`src/rtl/c_constants.sv`:
```
// Shared op-code constants for the c_* block library.
`ifndef C_CONSTANTS_SV
`define C_CONSTANTS_SV

`define BINARY_OP_AND  0
`define BINARY_OP_NAND 1
`define BINARY_OP_OR   2
`define BINARY_OP_NOR  3
`define BINARY_OP_XOR  4
`define BINARY_OP_XNOR 5

`endif

```
`src/rtl/c_gate_pkg.sv`:
```
// Types and limits shared by the hold-gated bit gating blocks.
package c_gate_pkg;

  typedef enum logic [1:0] {
    IDLE   = 2'b00,
    ACTIVE = 2'b01,
    HOLD   = 2'b10
  } hold_state_t;

  localparam int C_MAX_STAGES = 4;
  localparam int C_MAX_HOLD   = 255;

  // Hold counter must still exist as one bit when hold_cycles is 0.
  function automatic int cnt_width(input int hold);
    return (hold < 1) ? 1 : $clog2(hold + 1);
  endfunction

endpackage

```
`src/rtl/c_binary_op.sv`:
```
// Bitwise reduction of num_ports equal-width words with a selectable binary op.
`ifndef C_CONSTANTS_SV
`include "c_constants.sv"
`endif

module c_binary_op #(
  parameter int num_ports = 2,
  parameter int width     = 32,
  parameter int op        = `BINARY_OP_AND
) (
  input  logic [0:num_ports*width-1] data_in,
  output logic [0:width-1]           data_out
);

  genvar gi, gj;
  generate
    for (gi = 0; gi < width; gi++) begin : g_bit
      logic [0:num_ports-1] w_bits;
      for (gj = 0; gj < num_ports; gj++) begin : g_gather
        assign w_bits[gj] = data_in[gj*width + gi];
      end

      case (op)
        `BINARY_OP_NAND: begin : g_nand
          assign data_out[gi] = ~&w_bits;
        end
        `BINARY_OP_OR: begin : g_or
          assign data_out[gi] = |w_bits;
        end
        `BINARY_OP_NOR: begin : g_nor
          assign data_out[gi] = ~|w_bits;
        end
        `BINARY_OP_XOR: begin : g_xor
          assign data_out[gi] = ^w_bits;
        end
        `BINARY_OP_XNOR: begin : g_xnor
          assign data_out[gi] = ~^w_bits;
        end
        default: begin : g_and
          assign data_out[gi] = &w_bits;
        end
      endcase
    end
  endgenerate

endmodule

```
`src/rtl/c_gate_hold_ctrl.sv`:
```
// One port's select FSM and hold-off counter; drives the stage-0 load enable.
// Optional expiry statistics counter under C_GATE_BITS_HOLD_STATS_EN.
module c_gate_hold_ctrl
  import c_gate_pkg::*;
#(
  parameter int hold_cycles = 2
) (
  input  logic       clk,
  input  logic       reset,
  input  logic       i_select,
  output logic       o_load,
  output logic       o_gate,
  output logic       o_holding
`ifdef C_GATE_BITS_HOLD_STATS_EN
  ,
  output logic [7:0] o_expired_cnt
`endif
);

  localparam int CNT_W = cnt_width(hold_cycles);
  localparam logic [CNT_W-1:0] CNT_INIT =
      (hold_cycles > 0) ? CNT_W'(hold_cycles - 1) : '0;

  hold_state_t      r_state;
  logic [CNT_W-1:0] r_cnt;
  logic             w_load;
  logic             w_expire;

  assign w_expire = (r_state == HOLD) && !i_select && (r_cnt == '0);

  // Stage 0 freezes only while the last active value must persist.
  always_comb begin
    w_load = 1'b1;
    if (!i_select) begin
      if ((r_state == ACTIVE) && (hold_cycles > 0)) w_load = 1'b0;
      if ((r_state == HOLD) && (r_cnt != '0))       w_load = 1'b0;
    end
  end

  assign o_load    = w_load;
  assign o_gate    = i_select;
  assign o_holding = (r_state == HOLD);

  always_ff @(posedge clk or posedge reset) begin
    if (reset) begin
      r_state <= IDLE;
      r_cnt   <= '0;
    end else begin
      case (r_state)
        IDLE: begin
          if (i_select) r_state <= ACTIVE;
        end
        ACTIVE: begin
          if (!i_select) begin
            if (hold_cycles > 0) begin
              r_state <= HOLD;
              r_cnt   <= CNT_INIT;
            end else begin
              r_state <= IDLE;
            end
          end
        end
        HOLD: begin
          if (i_select)          r_state <= ACTIVE;
          else if (r_cnt != '0)  r_cnt   <= r_cnt - CNT_W'(1);
          else                   r_state <= IDLE;
        end
        default: r_state <= IDLE;
      endcase
    end
  end

`ifdef C_GATE_BITS_HOLD_STATS_EN
  logic [7:0] r_expired_cnt;

  always_ff @(posedge clk or posedge reset) begin
    if (reset)
      r_expired_cnt <= 8'd0;
    else if (w_expire && (r_expired_cnt != 8'hFF))
      r_expired_cnt <= r_expired_cnt + 8'd1;
  end

  assign o_expired_cnt = r_expired_cnt;
`else
  logic w_unused_expire;
  assign w_unused_expire = w_expire;
`endif

endmodule

```
`src/rtl/c_gate_bits_hold.sv`:
```
// Multi-port registered gate-(op) with per-port select hold-off and output pipeline.
// Optional per-port expiry counters under C_GATE_BITS_HOLD_STATS_EN.
`ifndef C_CONSTANTS_SV
`include "c_constants.sv"
`endif

module c_gate_bits_hold
  import c_gate_pkg::*;
#(
  parameter int num_ports   = 1,
  parameter int width       = 32,
  parameter int op          = `BINARY_OP_AND,
  parameter int hold_cycles = 2,
  parameter int num_stages  = 1
) (
  input  logic                       clk,
  input  logic                       reset,
  input  logic [0:num_ports-1]       select,
  input  logic [0:num_ports*width-1] data_in,
  output logic [0:num_ports*width-1] data_out,
  output logic [0:num_ports-1]       holding
`ifdef C_GATE_BITS_HOLD_STATS_EN
  ,
  output logic [0:num_ports*8-1]     hold_expired_cnt
`endif
);

  logic [0:num_ports*width-1] w_s0;

  genvar gi;
  generate
    if ((num_stages < 1) || (num_stages > C_MAX_STAGES)) begin : g_bad_stages
      $error("c_gate_bits_hold: num_stages must be within 1..4");
    end
    if ((hold_cycles < 0) || (hold_cycles > C_MAX_HOLD)) begin : g_bad_hold
      $error("c_gate_bits_hold: hold_cycles must be within 0..255");
    end

    for (gi = 0; gi < num_ports; gi++) begin : g_port
      logic             w_load;
      logic             w_gate;
      logic [0:width-1] w_gated;
      logic [0:width-1] r_s0;

      c_gate_hold_ctrl #(
        .hold_cycles(hold_cycles)
      ) u_ctrl (
        .clk          (clk),
        .reset        (reset),
        .i_select     (select[gi]),
        .o_load       (w_load),
        .o_gate       (w_gate),
        .o_holding    (holding[gi])
`ifdef C_GATE_BITS_HOLD_STATS_EN
        ,
        .o_expired_cnt(hold_expired_cnt[gi*8 +: 8])
`endif
      );

      // Word 0 is the replicated gate bit, word 1 the port data.
      c_binary_op #(
        .num_ports(2),
        .width    (width),
        .op       (op)
      ) u_op (
        .data_in ({{width{w_gate}}, data_in[gi*width +: width]}),
        .data_out(w_gated)
      );

      always_ff @(posedge clk or posedge reset) begin
        if (reset)       r_s0 <= '0;
        else if (w_load) r_s0 <= w_gated;
      end

      assign w_s0[gi*width +: width] = r_s0;
    end

    if (num_stages == 1) begin : g_no_pipe
      assign data_out = w_s0;
    end else begin : g_pipe
      logic [0:num_ports*width-1] r_pipe [1:num_stages-1];

      always_ff @(posedge clk or posedge reset) begin
        if (reset) begin
          for (int i = 1; i < num_stages; i++) r_pipe[i] <= '0;
        end else begin
          r_pipe[1] <= w_s0;
          for (int i = 2; i < num_stages; i++) r_pipe[i] <= r_pipe[i-1];
        end
      end

      assign data_out = r_pipe[num_stages-1];
    end
  endgenerate

endmodule

```
`config.mk`:
```
export PLATFORM = sky130hd
export DESIGN_NAME = c_gate_bits_hold
export DESIGN_NICKNAME = d
export VERILOG_FILES = /design/src/rtl/c_gate_pkg.sv /design/src/rtl/c_binary_op.sv /design/src/rtl/c_gate_hold_ctrl.sv /design/src/rtl/c_gate_bits_hold.sv
export VERILOG_INCLUDE_DIRS = /design/src /design/src/rtl
export SDC_FILE = /design/constraint.sdc
export NUM_CORES = 1
export LEC_CHECK = 0
export ABC_AREA = 0
export CAP_MARGIN = 10
export CORE_MARGIN = 5
export CORE_UTILIZATION = 37
export DETAILED_ROUTE_END_ITERATION = 7
export HOLD_SLACK_MARGIN = 0.02
export PLACE_DENSITY = 0.74
export SYNTH_ARGS = -nofsm -noshare
export SYNTH_HDL_FRONTEND = slang
export SYNTH_SLANG_ARGS = --single-unit
```
`constraint.sdc`:
```
create_clock -name clk -period 1.43 [get_ports clk]
set_input_delay 0.286 -clock clk [delete_from_list [all_inputs] [get_ports clk]]
set_output_delay 0.286 -clock clk [all_outputs]
set_load 0.05 [all_outputs]
```
### Yosys cells after proc, flatten, opt, wreduce, memory -nomap -nowiden

Cells that the tools add are included.

| cells by class | value |
|---|---|
| add/subtract/negate cells | 1 |
| equal/unequal tests | 7 |
| mux-type cells | 12 |
| reductions and logical operators | 38 |

Operator list:

| cell | count |
|---|---|
| AND reduction 2 bit | 32 |
| 2-to-1 mux 2 bit | 7 |
| != test 2 bit, second input constant | 3 |
| one-hot mux 2 bit (3 select lines) | 1 |
| one-hot mux 2 bit (2 select lines) | 1 |
| AND reduction 4 bit | 1 |
| nonzero test 2 bit | 2 |
| 2-to-1 mux 1 bit | 3 |
| != test 3 bit, second input constant | 1 |
| AND reduction 3 bit | 1 |
| == test 2 x 1 -> 1 bit, second input constant | 1 |
| == test 2 bit, second input constant | 1 |
| zero test 2 bit | 1 |
| != test 2 x 1 -> 1 bit, second input constant | 1 |
| subtractor 2 x 1 -> 2 bit, second input constant | 1 |
| logical AND 1 bit | 1 |

| storage, ports and cells | value |
|---|---|
| register bits after elaboration | 36 |
| bits of input ports | 35 |
| logic and storage cells | 61 |

### Longest topological paths before layout

| logic depth | value |
|---|---|
| depth in word-level cells | 4 |
| gate-level depth with buffers | 6 |
| mapped depth without buffers | 5 |

### By module

A second synthesis with hierarchy kept.

| second synthesis, totals | value |
|---|---|
| cell total of the unflattened synthesis | 125 |
| area total of the unflattened synthesis | 1785.5 µm² |

By module, submodules not included:

| module | cells each | instances | area each (µm²) |
|---|---|---|---|
| c_gate_bits_hold | 69 | 1 | 1348.8 |
| c_gate_hold_ctrl | 24 | 1 | 236.5 |
| c_binary_op | 32 | 1 | 200.2 |

### Worst setup path after synthesis

No wires, ideal clock.

| path | value |
|---|---|
| path kind | flip-flop to output port |
| from | reg g_port[0].u_ctrl.r_state[0] |
| to | out holding |
| path buffers | 0 |
| required time | 1.144 ns |
| stages on the path, launching flop included | 2 |
| arrival | 1.115 ns |
| setup slack | 0.029 ns |
| path through | dfrtp_1 > nor2_1 |

| between the ends | value |
|---|---|
| longest elaborated chain between the ends | 1 |

RTL lines:

| what | line | RTL |
|---|---|---|
| start, declared | c_gate_hold_ctrl.sv:24 | `hold_state_t r_state;` |
| start signal, assigned | c_gate_hold_ctrl.sv:46 | `r_state <= IDLE;` |
| start signal, assigned | c_gate_hold_ctrl.sv:51 | `if (i_select) r_state <= ACTIVE;` |
| start signal, assigned | c_gate_hold_ctrl.sv:56 | `r_state <= HOLD;` |
| == test 2 bit | c_gate_hold_ctrl.sv:42 | `assign o_holding = (r_state == HOLD);` |
| end, declared | c_gate_bits_hold.sv:21 | `output logic [0:num_ports-1] holding` |

No other way between the ends.

### Worst setup path in the final report

| path | value |
|---|---|
| from | reg g_port[0].u_ctrl.r_cnt[0] |
| to | reg g_port[0].u_ctrl.r_cnt[0] |

| between the ends | value |
|---|---|
| longest elaborated chain between the ends | 4 |

RTL lines:

| what | line | RTL |
|---|---|---|
| start, declared | c_gate_hold_ctrl.sv:25 | `logic [CNT_W-1:0] r_cnt;` |
| start signal, assigned | c_gate_hold_ctrl.sv:65 | `else if (r_cnt != '0) r_cnt <= r_cnt - CNT_W'(1);` |
| subtractor 2 x 1 -> 2 bit | c_gate_hold_ctrl.sv:65 |  |
| 2-to-1 mux 2 bit | c_gate_hold_ctrl.sv:65 |  |
| 2-to-1 mux 2 bit | c_gate_hold_ctrl.sv:64 | `if (i_select) r_state <= ACTIVE;` |
| one-hot mux 2 bit (2 select lines) | c_gate_hold_ctrl.sv:49 | `case (r_state)` |

Parallel ways exist; a longest one is shown, timed or not. The select of a mux whose other input is x is not followed.
A chain may end at the register's enable or synchronous reset.

==> results.txt <==
The worst setup path is of the reg -> reg kind. The share of the synthesized area in the top cell type is 0.576. The sort of element at the end of the critical path is a flop.

The number of failing setup endpoints in the final timing report is 0. The summed negative setup slack over all endpoints came out at 0 ns. In this run the tightest slew margin relative to its limit is 0.850. The Yosys warning count is 0. For this run, asynchronously set or reset flops after synthesis account for 1.00. The worst hold path class is in -> async. The internal portion of total power came out at about 1.9 mW. The deepest level of the CTS H-tree is 2. Across the routed clock network, the largest skew measured is roughly 0.006 ns. In the routed design, unresolved DRC markers number 0. The total number of nets in the final design is 267.

The global-route usage over all layers is 0.141. The net switching power is about 0.9 mW. The peak fanout along the critical path came out at 4. The number of diodes is 0. The commonest cells after synthesis are 36 x dfrtp_1, 33 x nand2b_1, 32 x nand2_1, 32 x o21ai_0. The number of port buffers came out at 67. The most frequent cell after synthesis is dfrtp_1. The total power divided by cell area came out at between 1000 and 1500 nW/um^2. The biggest area contributor in the post-synthesis netlist is dfrtp_1.

Summing all non-filler instances in the final layout gives an area of ~2700 um^2. The run finished with clean final reports. The total clock buffers created by CTS is 5. The synthesized instance count is ~160. The number of max-slew violations in the final report is 0. The count of flip-flops with a built-in enable after synthesis is 0.

The depth of the most critical reg-to-reg path came out at 5. Among all flip-flop cells after synthesis, the most frequent one is dfrtp_1. Of the total power, the share spent switching nets is 0.316. The power share of the sequential group is 0.430. TritonCTS built the clock tree. Measured along the y axis, the die boundary spans ~75 um. The worst-case register-to-register setup slack came out at approximately 0.030 ns. The insertion delay to the later sink of the worst-skew pair came out at roughly 0.27 ns. The first global-routing pass estimated 6090 um of wire.

The root buffer cell chosen for the clock tree is clkbuf_8. The maximum VDD drop came out at approximately 0.0005 V. The number of hold buffers added after cts is 0. The slew at the pin with the worst max-slew slack came out at between 0.2 and 0.25 ns. When the netlist entered floorplanning its net count stood at 197. In this run, synthesis produced a sequential element count of 36.

The initial antenna violation count is 0. The static leakage came out at approximately 1.2 nW. In the final layout, the share of cells above drive strength 1 is 0.225.

The filler cell count is between 300 and 400. The post-synthesis sequential area ratio is 0.576. On the worst path, the slowest cell contributes a delay of between 0.4 and 0.5 ns.

The slowest stage of the critical path is the or4b_4 cell. The design draws about 2.8 mW. The power share of the clock group is 0.231. The remaining global-route overflow is 0. The final core area utilization is 0.670. The upper clock frequency limit is 714 MHz. The capture instance of the worst register-to-register path is g_port[0].u_ctrl.r_cnt[0]$_DFFE_PP0P_. The worst register-to-register path begins at g_port[0].u_ctrl.r_cnt[0]$_DFFE_PP0P_. By area the synthesized netlist is led by dfrtp_1 58%, nand2b_1 13%, o21ai_0 10%.

The number of iterations in the first detailed-routing pass came out at 4. The data required time of the worst path came out at between 1.5 and 2 ns. The number of different library cells in the post-synthesis netlist came out at 19. The worst setup path is launched from a flop. The initial detailed-routing violation count came out at 81. After layout, the minimum clock period comes to roughly 1.4 ns. The top-level I/O count is a little under 70. The routed layout has roughly 1,300 vias.

The cell area reported after detailed placement came out at around 2600 um^2. The mean instance size in the synthesized netlist is about 9.7 um^2. Of the available clock period, the critical path in the final layout requires 0.979.

Setup repair after global routing could not meet its margin everywhere. The number of vias per cell came out at between 4 and 5. The sink count of the clock tree came out at 36. The area occupied by multi-input gates is approximately 590 um^2.

The number of hold-slack violations in the final timing report is 0. Max-cap violations in this run came to 0. The initial utilization of the core area, before any placement, comes to 0.385.

Entering global routing, the biggest net connects 37 pins. In this run the core area contains 23 standard-cell rows. The via count of the first global-routing pass came out at 1,365. The placed wire-length estimate came out at between 2000 and 3000 um. The arrival time of data at the critical path endpoint came out at between 1.5 and 2 ns. Relative to the synthesized area, the layout overhead comes to 73.8%. The floorplan die width is about 75 um. The count of nets left with antenna violations once routing finished came out at 0. The critical path goes through inv_1, ha_2, or4b_4, o21ai_1, a2bb2oi_1. The area of the placeable core is roughly 4000 um^2.

Of the total power, combinational logic draws 0.339. The floorplan step defined a die boundary enclosing approximately 5600 um^2. The synthesized netlist occupies a cell area of around 1600 um^2.

The routed wirelength normalized by instance count came out at 13.3 um. The clock slew seen by the registers of the worst setup and hold paths came out at around 0.070 ns. The longest clock path from root to sink contains 2 buffers. The area taken by flip-flops and latches came out at 902 um^2. The final routed wirelength across all metal layers is 3730 um.

The congestion estimate from routability-driven global placement came to just under 0.7.
layout make-up:
class / instances / share of cell area
inverter: 5 / 0.00691
clock inverter: 1 / 0.00184
timing repair buffer: 73 / 0.392
tap: 50 / 0.0230
clock buffer: 6 / 0.0267
multi-input combinational: 110 / 0.217
sequential: 36 / 0.332
critical path, delay by kind of cell (launching register included):
family / cells / cell delay, ns
buf+inv: 1 / 0.06
compound gates: 2 / 0.16
flops: 1 / 0.38
fa+ha+maj: 1 / 0.20
simple gates: 1 / 0.47
repair_timing:
| item | CTS | global route |
|---|---|---|
| gates resized for setup | 3 | 8 |
| endpoints found under the setup margin | 3 | 7 |
| buffers inserted | 0 | 1 |
| endpoints found under the hold margin | 0 | 0 |
state kept, by name, summed over array words and instances (netlist names):
signal	count
g_port.u_ctrl.r_cnt	2
data_out	32
g_port.u_ctrl.r_state	2
placed cells by master (no fill, tap or decap):
| cell type | count |
|---|---|
| or4b_4 | 1 |
| nor4_1 | 1 |
| o22ai_1 | 1 |
| buf_4 | 4 |
| ha_2 | 1 |
| nand2b_1 | 33 |
| nand2_1 | 32 |
| a21boi_0 | 1 |
| buf_2 | 1 |
| nor2_2 | 1 |
| nor2_1 | 1 |
| clkinv_2 | 1 |
| a21oi_2 | 1 |
| o21ai_0 | 25 |
| dfrtp_1 | 35 |
| buf_12 | 35 |
| nor3b_2 | 1 |
| clkdlybuf4s50_1 | 33 |
| clkbuf_8 | 5 |
| clkbuf_1 | 1 |
| a21oi_1 | 2 |
| inv_1 | 5 |
| o21ai_1 | 8 |
| dfrtp_2 | 1 |
| a2bb2oi_1 | 1 |
logic make-up (layout without fill, tap and decap cells):
group                      Yosys count  count (layout)  synth area share
and+or+nand+nor                     70              70             0.232
AOI/OAI and AO/OA                   39              39             0.132
DFF                                 36              36             0.576
buffers and inverters               15              85            0.0520
adders and majority gates            1               1           0.00800
through the flow:
| stage | hold slack (ns) | setup WS, ns | cells |
|---|---|---|---|
| floorplan | 0.407 | 0.0285 | 161 |
| global placement | 0.507 | 0.0714 | 273 |
| detailed placement | 0.510 | 0.00181 | 273 |
| CTS | 0.356 | 0.0389 | 280 |
| global route | 0.362 | -0.0426 | 281 |
| finish | 0.357 | 0.0300 | 281 |
how the worst max path moves through the flow:
stage                                            end  cells past startpoint                               startpoint  slack (ns)
2_1_floorplan                                holding                      1  g_port[0].u_ctrl.r_state[0]$_DFFE_PP0P_        0.03
4_1_cts                                      holding                      2  g_port[0].u_ctrl.r_state[0]$_DFFE_PP0P_        0.04
6_report       g_port[0].u_ctrl.r_cnt[0]$_DFFE_PP0P_                      5    g_port[0].u_ctrl.r_cnt[0]$_DFFE_PP0P_        0.03
3_3_place_gp   g_port[0].u_ctrl.r_cnt[0]$_DFFE_PP0P_                      5    g_port[0].u_ctrl.r_cnt[0]$_DFFE_PP0P_        0.07
3_5_place_dp   g_port[0].u_ctrl.r_cnt[0]$_DFFE_PP0P_                      5    g_port[0].u_ctrl.r_cnt[0]$_DFFE_PP0P_       0.002
5_1_grt        g_port[0].u_ctrl.r_cnt[0]$_DFFE_PP0P_                      5    g_port[0].u_ctrl.r_cnt[0]$_DFFE_PP0P_       -0.04
power groups by stage:
stage / sequential, mW / combinational, mW / clock, mW
global placement: 1.22 / 0.928 / 0
detailed placement: 1.22 / 0.944 / 0
floorplan: 1.43 / 0.223 / 0
CTS: 1.20 / 0.950 / 0.675
global route: 1.22 / 1.01 / 0.718
finish: 1.20 / 0.950 / 0.646
per-layer routing:
layer	vias up	global-route usage	part of all wire	wire, um
met5	-	0	0	0
met4	0	0.0474	0.0070	26
met3	5	0.0681	0.11	405
met2	45	0.233	0.48	1810
met1	591	0.160	0.40	1490
li1	657	-	-	-
No activity file was read; power rests on OpenSTA's default activity.
